$ cat config.mk
export PLATFORM = sky130hd
export DESIGN_NAME = fetch_queue
export DESIGN_NICKNAME = d
export VERILOG_FILES = /design/src/rtl/fetch_queue.sv
export SDC_FILE = /design/constraint.sdc
export NUM_CORES = 1
export LEC_CHECK = 0
export ABC_AREA = 1
export BUFFER_PORTS_ARGS = -buffer_cell sky130_fd_sc_hd__buf_2
export CORE_UTILIZATION = 40
export CTS_CLUSTER_SIZE = 40
export DETAILED_ROUTE_END_ITERATION = 8
export GPL_TIMING_DRIVEN = 1
export PLACE_DENSITY = 0.64
export SLEW_MARGIN = 0
export SYNTH_ARGS = -nofsm -noshare
export SYNTH_HDL_FRONTEND = slang
export SYNTH_SLANG_ARGS = --single-unit
$ cat constraint.sdc
create_clock -name i_clk -period 7.6 [get_ports i_clk]
set_input_delay 0.38 -clock i_clk [delete_from_list [all_inputs] [get_ports i_clk]]
set_output_delay 0.38 -clock i_clk [all_outputs]
set_load 0.02 [all_outputs]
$ cat src/rtl/fetch_queue.sv
// Prefetching fetch stage: streams instructions from instruction memory into a
// DEPTH-entry FIFO tagged with their PC, hands them to decode over valid/ready,
// and honours flush/redirect by dropping queued and in-flight instructions.
module fetch_queue #(
  parameter int unsigned   RW       = 16,
  parameter int unsigned   I_SIZE   = 32,
  parameter int unsigned   DEPTH    = 4,
  parameter int unsigned   ADDR_INC = 1,
  parameter logic [RW-1:0] RESET_PC = '0
) (
  input  logic                       i_clk,
  input  logic                       i_rst,
  output logic [RW-1:0]              o_req_addr,
  output logic                       o_req_active,
  input  logic [I_SIZE-1:0]          i_req_data,
  input  logic                       i_req_data_valid,
  input  logic                       i_flush,
  input  logic [RW-1:0]              i_flush_addr,
  input  logic                       i_next_ready,
  output logic                       o_submit,
  output logic [I_SIZE-1:0]          o_instr,
  output logic [RW-1:0]              o_instr_pc,
  output logic [$clog2(DEPTH+1)-1:0] o_count
);

  localparam int unsigned PW = $clog2(DEPTH);
  localparam int unsigned CW = $clog2(DEPTH+1);

  logic [RW-1:0]     fetch_pc_q, fetch_pc_d;
  logic [RW-1:0]     req_addr_q, req_addr_d;
  logic              pending_q, pending_d;
  logic              drop_q, drop_d;
  logic [PW-1:0]     rd_ptr_q, rd_ptr_d;
  logic [PW-1:0]     wr_ptr_q, wr_ptr_d;
  logic [CW-1:0]     count_q, count_d;
  logic [I_SIZE-1:0] instr_mem_q [DEPTH];
  logic [RW-1:0]     pc_mem_q    [DEPTH];

  logic              req_active;
  logic [RW-1:0]     req_addr;
  logic              resp;
  logic              push;
  logic              pop;

  // Memory request and FIFO head presentation
  always_comb begin
    req_addr     = pending_q ? req_addr_q : fetch_pc_q;
    req_active   = !i_rst && (pending_q || (count_q < CW'(DEPTH)));
    resp         = req_active && i_req_data_valid;
    o_req_addr   = req_addr;
    o_req_active = req_active;
    o_submit     = (count_q != '0);
    o_instr      = instr_mem_q[rd_ptr_q];
    o_instr_pc   = pc_mem_q[rd_ptr_q];
    o_count      = count_q;
  end

  // Next-state logic: flush dominates, otherwise response/request and FIFO push/pop
  always_comb begin
    fetch_pc_d = fetch_pc_q;
    req_addr_d = req_addr_q;
    pending_d  = pending_q;
    drop_d     = drop_q;
    rd_ptr_d   = rd_ptr_q;
    wr_ptr_d   = wr_ptr_q;
    count_d    = count_q;
    push       = 1'b0;
    pop        = 1'b0;

    if (i_flush) begin
      fetch_pc_d = i_flush_addr;
      rd_ptr_d   = '0;
      wr_ptr_d   = '0;
      count_d    = '0;
      if (resp) begin
        pending_d = 1'b0;
        drop_d    = 1'b0;
      end else if (req_active) begin
        // An unanswered request (already pending or just raised) is held to
        // completion and its response discarded, so memory never sees the
        // address change mid-request.
        pending_d  = 1'b1;
        drop_d     = 1'b1;
        req_addr_d = req_addr;
      end
    end else begin
      pop = o_submit && i_next_ready;
      if (resp) begin
        pending_d = 1'b0;
        if (drop_q) begin
          drop_d = 1'b0;
        end else begin
          push       = 1'b1;
          fetch_pc_d = req_addr + RW'(ADDR_INC);
        end
      end else if (req_active && !pending_q) begin
        pending_d  = 1'b1;
        req_addr_d = fetch_pc_q;
      end
      if (push) wr_ptr_d = wr_ptr_q + PW'(1);
      if (pop)  rd_ptr_d = rd_ptr_q + PW'(1);
      case ({push, pop})
        2'b10:   count_d = count_q + CW'(1);
        2'b01:   count_d = count_q - CW'(1);
        default: count_d = count_q;
      endcase
    end
  end

  // Control state registers
  always_ff @(posedge i_clk or posedge i_rst) begin
    if (i_rst) begin
      fetch_pc_q <= RESET_PC;
      req_addr_q <= '0;
      pending_q  <= 1'b0;
      drop_q     <= 1'b0;
      rd_ptr_q   <= '0;
      wr_ptr_q   <= '0;
      count_q    <= '0;
    end else begin
      fetch_pc_q <= fetch_pc_d;
      req_addr_q <= req_addr_d;
      pending_q  <= pending_d;
      drop_q     <= drop_d;
      rd_ptr_q   <= rd_ptr_d;
      wr_ptr_q   <= wr_ptr_d;
      count_q    <= count_d;
    end
  end

  // FIFO storage: instruction and the PC it was fetched from
  always_ff @(posedge i_clk or posedge i_rst) begin
    if (i_rst) begin
      for (int unsigned i = 0; i < DEPTH; i++) begin
        instr_mem_q[i] <= '0;
        pc_mem_q[i]    <= '0;
      end
    end else if (push) begin
      instr_mem_q[wr_ptr_q] <= i_req_data;
      pc_mem_q[wr_ptr_q]    <= req_addr;
    end
  end

endmodule

# ---- Word-level counts from Yosys, hierarchy flattened
# Index checks and enable logic that the tools add are counted.
# W data, S select, Z words.
dict set report word_totals {
  regBits 233
  wordCells 90
  in_bits 53
  output_inout_bits 69
}
dict set report op_classes {
  n_addsub 5
  bitwise_logic 3
  reduce_logical 20
  n_mux 38
  n_eq_ne 5
  magnitude_cmp 4
}
# operator count
set op_table {}
lappend op_table {{$mux W16} 12}
lappend op_table {{$bwmux W128} 1}
lappend op_table {{$mux W32} 3}
lappend op_table {{$bmux W32 S2} 1}
lappend op_table {{$bwmux W64} 1}
lappend op_table {{$demux W32 S2} 1}
lappend op_table {{$bmux W16 S2} 1}
lappend op_table {{$demux W16 S2} 1}
lappend op_table {{$add A16 B1 Y16 const B} 1}
lappend op_table {{$mux W1} 11}
lappend op_table {{$reduce_bool A2 Y1} 5}
lappend op_table {{$reduce_bool A3 Y1} 3}
lappend op_table {{$mux W2} 4}
lappend op_table {{$ge A3 B3 Y1 const B} 2}
lappend op_table {{$not A2 Y3} 2}
lappend op_table {{$pmux W3 S2} 1}
lappend op_table {{$reduce_and A2 Y1} 3}
lappend op_table {{$logic_and A1 B1 Y1} 5}
lappend op_table {{$add A2 B1 Y2 const B} 2}
lappend op_table {{$add A3 B1 Y3 const B} 1}
lappend op_table {{$lt A3 B1 Y1 const B} 1}
lappend op_table {{$lt A3 B3 Y1 const B} 1}
lappend op_table {{$mux W3} 1}
lappend op_table {{$ne A3 B1 Y1 const B} 1}
lappend op_table {{other kinds (9)} 10}

# ---- Logic depth before layout (Yosys ltp)
dict set report depth {
  depth_word 9
  depth_mapped 12
  depth_no_buf 11
}

# ---- Worst setup path before layout
# OpenSTA, ideal clock, no wires.
dict set report synth_path {
  path_kind {input-to-reg}
  start {input i_rst}
  end {register count_q[2] (netlist: o_count[2])}
  path_slack_ps 513
  n_path_buf 0
  setup_ps 118
  arrival_time_ps 6969
  required_time_ps 7482
  stages 11
  cell_sequence {inv_1 -> o21ai_2 -> nor2_2 -> nand2_1 -> nand2_1 -> inv_1 -> fa_1 -> xor2_1 -> xnor2_1 -> nand3_1 -> nand2_1}
}
dict set report synth_via {
  elab_chain_cells 8
  elab_cells_between_ends 10
  cone_classes {2 x eq/ne; 4 x mux; 4 x reduce/logical}
}
# item line
set synth_rtl {}
lappend synth_rtl {{start, declared} 12} ;# input logic i_rst,
lappend synth_rtl {{$logic_not A1 Y1 (no source line) (*)} n/a}
lappend synth_rtl {{$logic_and A1 B1 Y1 (*)} 48} ;# req_active = !i_rst && (pending_q || (count_q < CW'(DEPTH)));
lappend synth_rtl {{$logic_and A1 B1 Y1 (*)} 49} ;# resp = req_active && i_req_data_valid;
lappend synth_rtl {{$mux W1 (*)} 88} ;# if (resp) begin
lappend synth_rtl {{$mux W1 (*)} 70} ;# if (i_flush) begin
lappend synth_rtl {{$eq A2 B1 Y1 or $eq A2 B2 Y1 (tied branches)} 102} ;# case ({push, pop})
lappend synth_rtl {{$pmux W3 S2} 102}
lappend synth_rtl {{$mux W3} 70}
lappend synth_rtl {{end signal, assigned} 127} ;# count_q <= count_d;
lappend synth_rtl {{end, declared} 35} ;# logic [CW-1:0] count_q, count_d;
# Every way passes the cells marked *; elsewhere a longest branch is shown, timed or not. The select of a mux whose other input is x is not followed.
# A chain may end at the register's enable or synchronous reset.

# ---- Final worst setup path
dict set report layout_path {
  start {register rd_ptr_q[1]}
  end {output o_instr_pc[10]}
}
dict set report layout_via {
  elab_chain_cells 4
}
# item line
set layout_rtl {}
lappend layout_rtl {{start, declared} 33} ;# logic [PW-1:0] rd_ptr_q, rd_ptr_d;
lappend layout_rtl {{start signal, assigned} 125} ;# rd_ptr_q <= rd_ptr_d;
lappend layout_rtl {{$not A2 Y3 (not written as such)} 54} ;# o_instr_pc = pc_mem_q[rd_ptr_q];
lappend layout_rtl {{$bmux W16 S2} 54}
lappend layout_rtl {{$mux W16 (not written as such) (2 in series)} 54}
lappend layout_rtl {{end, declared} 22} ;# output logic [RW-1:0] o_instr_pc,
# Every way passes these cells. The select of a mux whose other input is x is not followed.

==> results.json <==
{
  "routabilityCongestion": 0.871,
  "htree_levels": 1,
  "wl_met2_microns": 11800,
  "num_rows": 59,
  "holdBufCountCts": 0,
  "clockBufferDepth": 3,
  "core_sq_mm": 0.0263,
  "ir_worst_vdd_v": 0.000164,
  "end_kind": "output port",
  "die_y_microns": 166,
  "tightest_slew_ns": 1.05,
  "skew_ns": 0.0204,
  "worstPathArrival_ns": 2.88,
  "post-route-util_pct": 46.9,
  "cts.repair.resized": 0,
  "crit_fanout": 49,
  "cp-start-kind": "flop",
  "path_clk_slew_ns": 0.06,
  "cts_buffers": 25,
  "grt.overflow.total": 0,
  "drt_first_pass_iters": 7,
  "cap_violations": 0,
  "yosysUniqueCellTypes": 29,
  "synth_warnings": 0,
  "ios": 122,
  "synthCells": 1301,
  "root_buffer": "clkbuf_16",
  "outcome": "finished, violations left",
  "vias_per_cell": 5.21,
  "grt_max_degree": 99,
  "path_class": "reg -> out",
  "final_layout_size_suffix_gt1_share_pct": 14.4,
  "fin_crit_sh_pct": 42.9,
  "ys_seq_area_share_pct": 54.0,
  "switching_share_pct": 37.9,
  "portBuffers": 121,
  "wl_met1_microns": 13000,
  "antenna_found_initial": 0,
  "powerDensity_mw_per_mm2": 359,
  "placed_cell_area_sq_mm": 0.0115,
  "dp_slack_ns": 4.75,
  "ant_nets": 0,
  "synth_area_sq_mm": 0.0108,
  "grt_pass1_wl_microns": 44400,
  "dpl.hpwl_microns": 15400,
  "synth-seq-cells": 233,
  "drt_iter0_drc": 829,
  "drc": 11,
  "start_util_pct": 41.1,
  "p_switching_mw": 1.67,
  "clkPwrFrac_pct": 28.0,
  "synth.avg_cell_area_sq_um": 8.30,
  "grt_pass1_vias": 8596,
  "highest_layer": "met4",
  "wl_met3_microns": 1440,
  "p_int_mw": 2.75,
  "cts_tree": "yes",
  "rsz0062_at_grt": "false",
  "setup_slack_ns": 4.34,
  "syn_to_final_growth_pct": 14.2,
  "fin_hold_ws_ns": -0.0118,
  "min_period_ns": 3.26,
  "postCtsSetupBuffers": 0,
  "finalHoldViolations": 5,
  "p_comb_share_pct": 34.6,
  "wl_per_cell_microns": 15.5,
  "fmax_mhz": 306,
  "die_w_microns": 166,
  "violations": "design-rule violations, negative hold slack",
  "pwr-share-seq_pct": 37.5,
  "drt_wl_total_microns": 26800,
  "grt.total_usage_pct": 19.4,
  "finish.instance_area_sq_mm": 0.0123,
  "worst_slew_margin_rel_pct": 29.6,
  "leakage_nw": 6.07,
  "antenna_cells": 0,
  "synth_fp_nets": 1360,
  "setup_tns_ns": 0,
  "vias": 9009,
  "finalSetupViolCount": 0,
  "cp.required_ns": 7.22,
  "numClockSinks": 233,
  "die_area_sq_mm": 0.0276,
  "slew_viol_final": 0,
  "nets": 1435,
  "clk_latency_ns": 0.52,
  "holdCritPathClass": "in -> async"
}
-- synth_stat cells --
master | instances | area, sq um
dfrtp_1 | 233 | 5830
xnor2_1 | 2 | 17.5
nand2_1 | 304 | 1140
ha_1 | 5 | 62.6
buf_4 | 19 | 143
inv_2 | 1 | 3.75
nand4_1 | 5 | 31.3
nand3_2 | 2 | 20.0
o211ai_1 | 8 | 60.1
nand2_2 | 5 | 31.3
a211oi_2 | 1 | 12.5
fa_1 | 1 | 20.0
a22oi_1 | 6 | 45.0
nor2_4 | 3 | 33.8
clkinv_1 | 3 | 11.3
nand3_1 | 17 | 85.1
o21ai_2 | 6 | 52.6
a21oi_2 | 1 | 8.76
a21oi_1 | 7 | 35.0
inv_1 | 93 | 349
xor2_1 | 6 | 52.6
clkbuf_1 | 57 | 214
o21ai_0 | 290 | 1450
o22ai_1 | 52 | 325
buf_2 | 5 | 25.0
buf_6 | 5 | 56.3
nor2_2 | 4 | 25.0
nor2_1 | 119 | 447
o21ai_1 | 41 | 205
-- placed cells by master (no fill, tap or decap), types with 13 or more instances in the layout --
cell	n
dfrtp_1	232
nor2_1	119
inv_1	92
nand2_1	304
nand3_1	17
o22ai_1	52
buf_4	13
buf_2	121
o21ai_0	290
o21ai_1	41
clkbuf_16	25
-- layout make-up --
| class | count | area [sq um] |
|---|---|---|
| Clock buffer | 37 | 751 |
| Clock inverter | 8 | 93.8 |
| Fill cell | 2623 | 13900 |
| Inverter | 97 | 372 |
| Multi-Input combinational cell | 885 | 4160 |
| Sequential cell | 233 | 5830 |
| Tap cell | 335 | 419 |
| Timing Repair Buffer | 134 | 703 |
-- layer usage --
layer | up-vias | track usage, %
li1 | 4442 | -
met1 | 4286 | 28.1
met2 | 246 | 31.0
met3 | 35 | 2.50
met4 | 0 | 4.67
met5 | - | 0
-- power groups by stage --
stage	clock, mW	sequential (mW)	combinational (mW)
floorplan	0	1.65	1.07
global placement	0	1.67	1.52
detailed placement	0	1.68	1.53
CTS	1.27	1.66	1.54
global route	1.31	1.69	1.69
finish	1.24	1.66	1.53
-- per-stage QoR --
step / power (mW) / cells
after global routing: 4.70 / 1729
after floorplan: 2.72 / 1301
after CTS: 4.46 / 1729
after detailed placement: 3.21 / 1684
final: 4.42 / 1729
after global placement: 3.18 / 1684
-- flip-flops by register name, summed over array words and instances (netlist names) --
| register | flops |
|---|---|
| drop_q | 1 |
| o_count | 3 |
| rd_ptr_q | 2 |
| wr_ptr_q | 2 |
| req_addr_q | 16 |
| instr_mem_q | 128 |
| fetch_pc_q | 16 |
| pc_mem_q | 64 |
| pending_q | 1 |
-- logic make-up (layout without fill, tap and decap cells) --
logic type                 after synthesis  in the layout  synth area share [%]
AOI/OAI and AO/OA                      412            412                  20.3
and+or+nand+nor                        459            459                  16.8
buffers and inverters                  183            276                  7.43
adders and majority gates                6              6                 0.765
DFF                                    233            233                  54.0
xor gates and xnor gates                 8              8                 0.649
-- path summary, 6_finish.rpt --
path                                                  start                     endpoint  slack (ns)  cells past startpoint
worst max-delay path                rd_ptr_q[1]$_DFFE_PP0P_               o_instr_pc[10]        4.34                      6
worst min-delay path                                  i_rst   fetch_pc_q[12]$_DFFE_PP0P_       -0.01                      2
worst max register to register        pending_q$_DFFE_PP0P_      wr_ptr_q[1]$_DFFE_PP0P_        5.01                      8
worst min register to register  instr_mem_q[37]$_DFFE_PP0P_  instr_mem_q[37]$_DFFE_PP0P_        0.48                      2
max in group asynchronous                             i_rst     pc_mem_q[51]$_DFFE_PP0P_        6.11                      3
min in group i_clk                          i_flush_addr[3]    fetch_pc_q[3]$_DFFE_PP0P_        0.11                      3
-- critical path, cell delays in order (launching register included) --
cell	delay (ns)
dfrtp_1	0.36
buf_4	0.32
inv_1	0.53
buf_4	0.49
o21ai_0	0.16
o22ai_1	0.28
buf_2	0.23
Power figures use the tool's default switching activity.
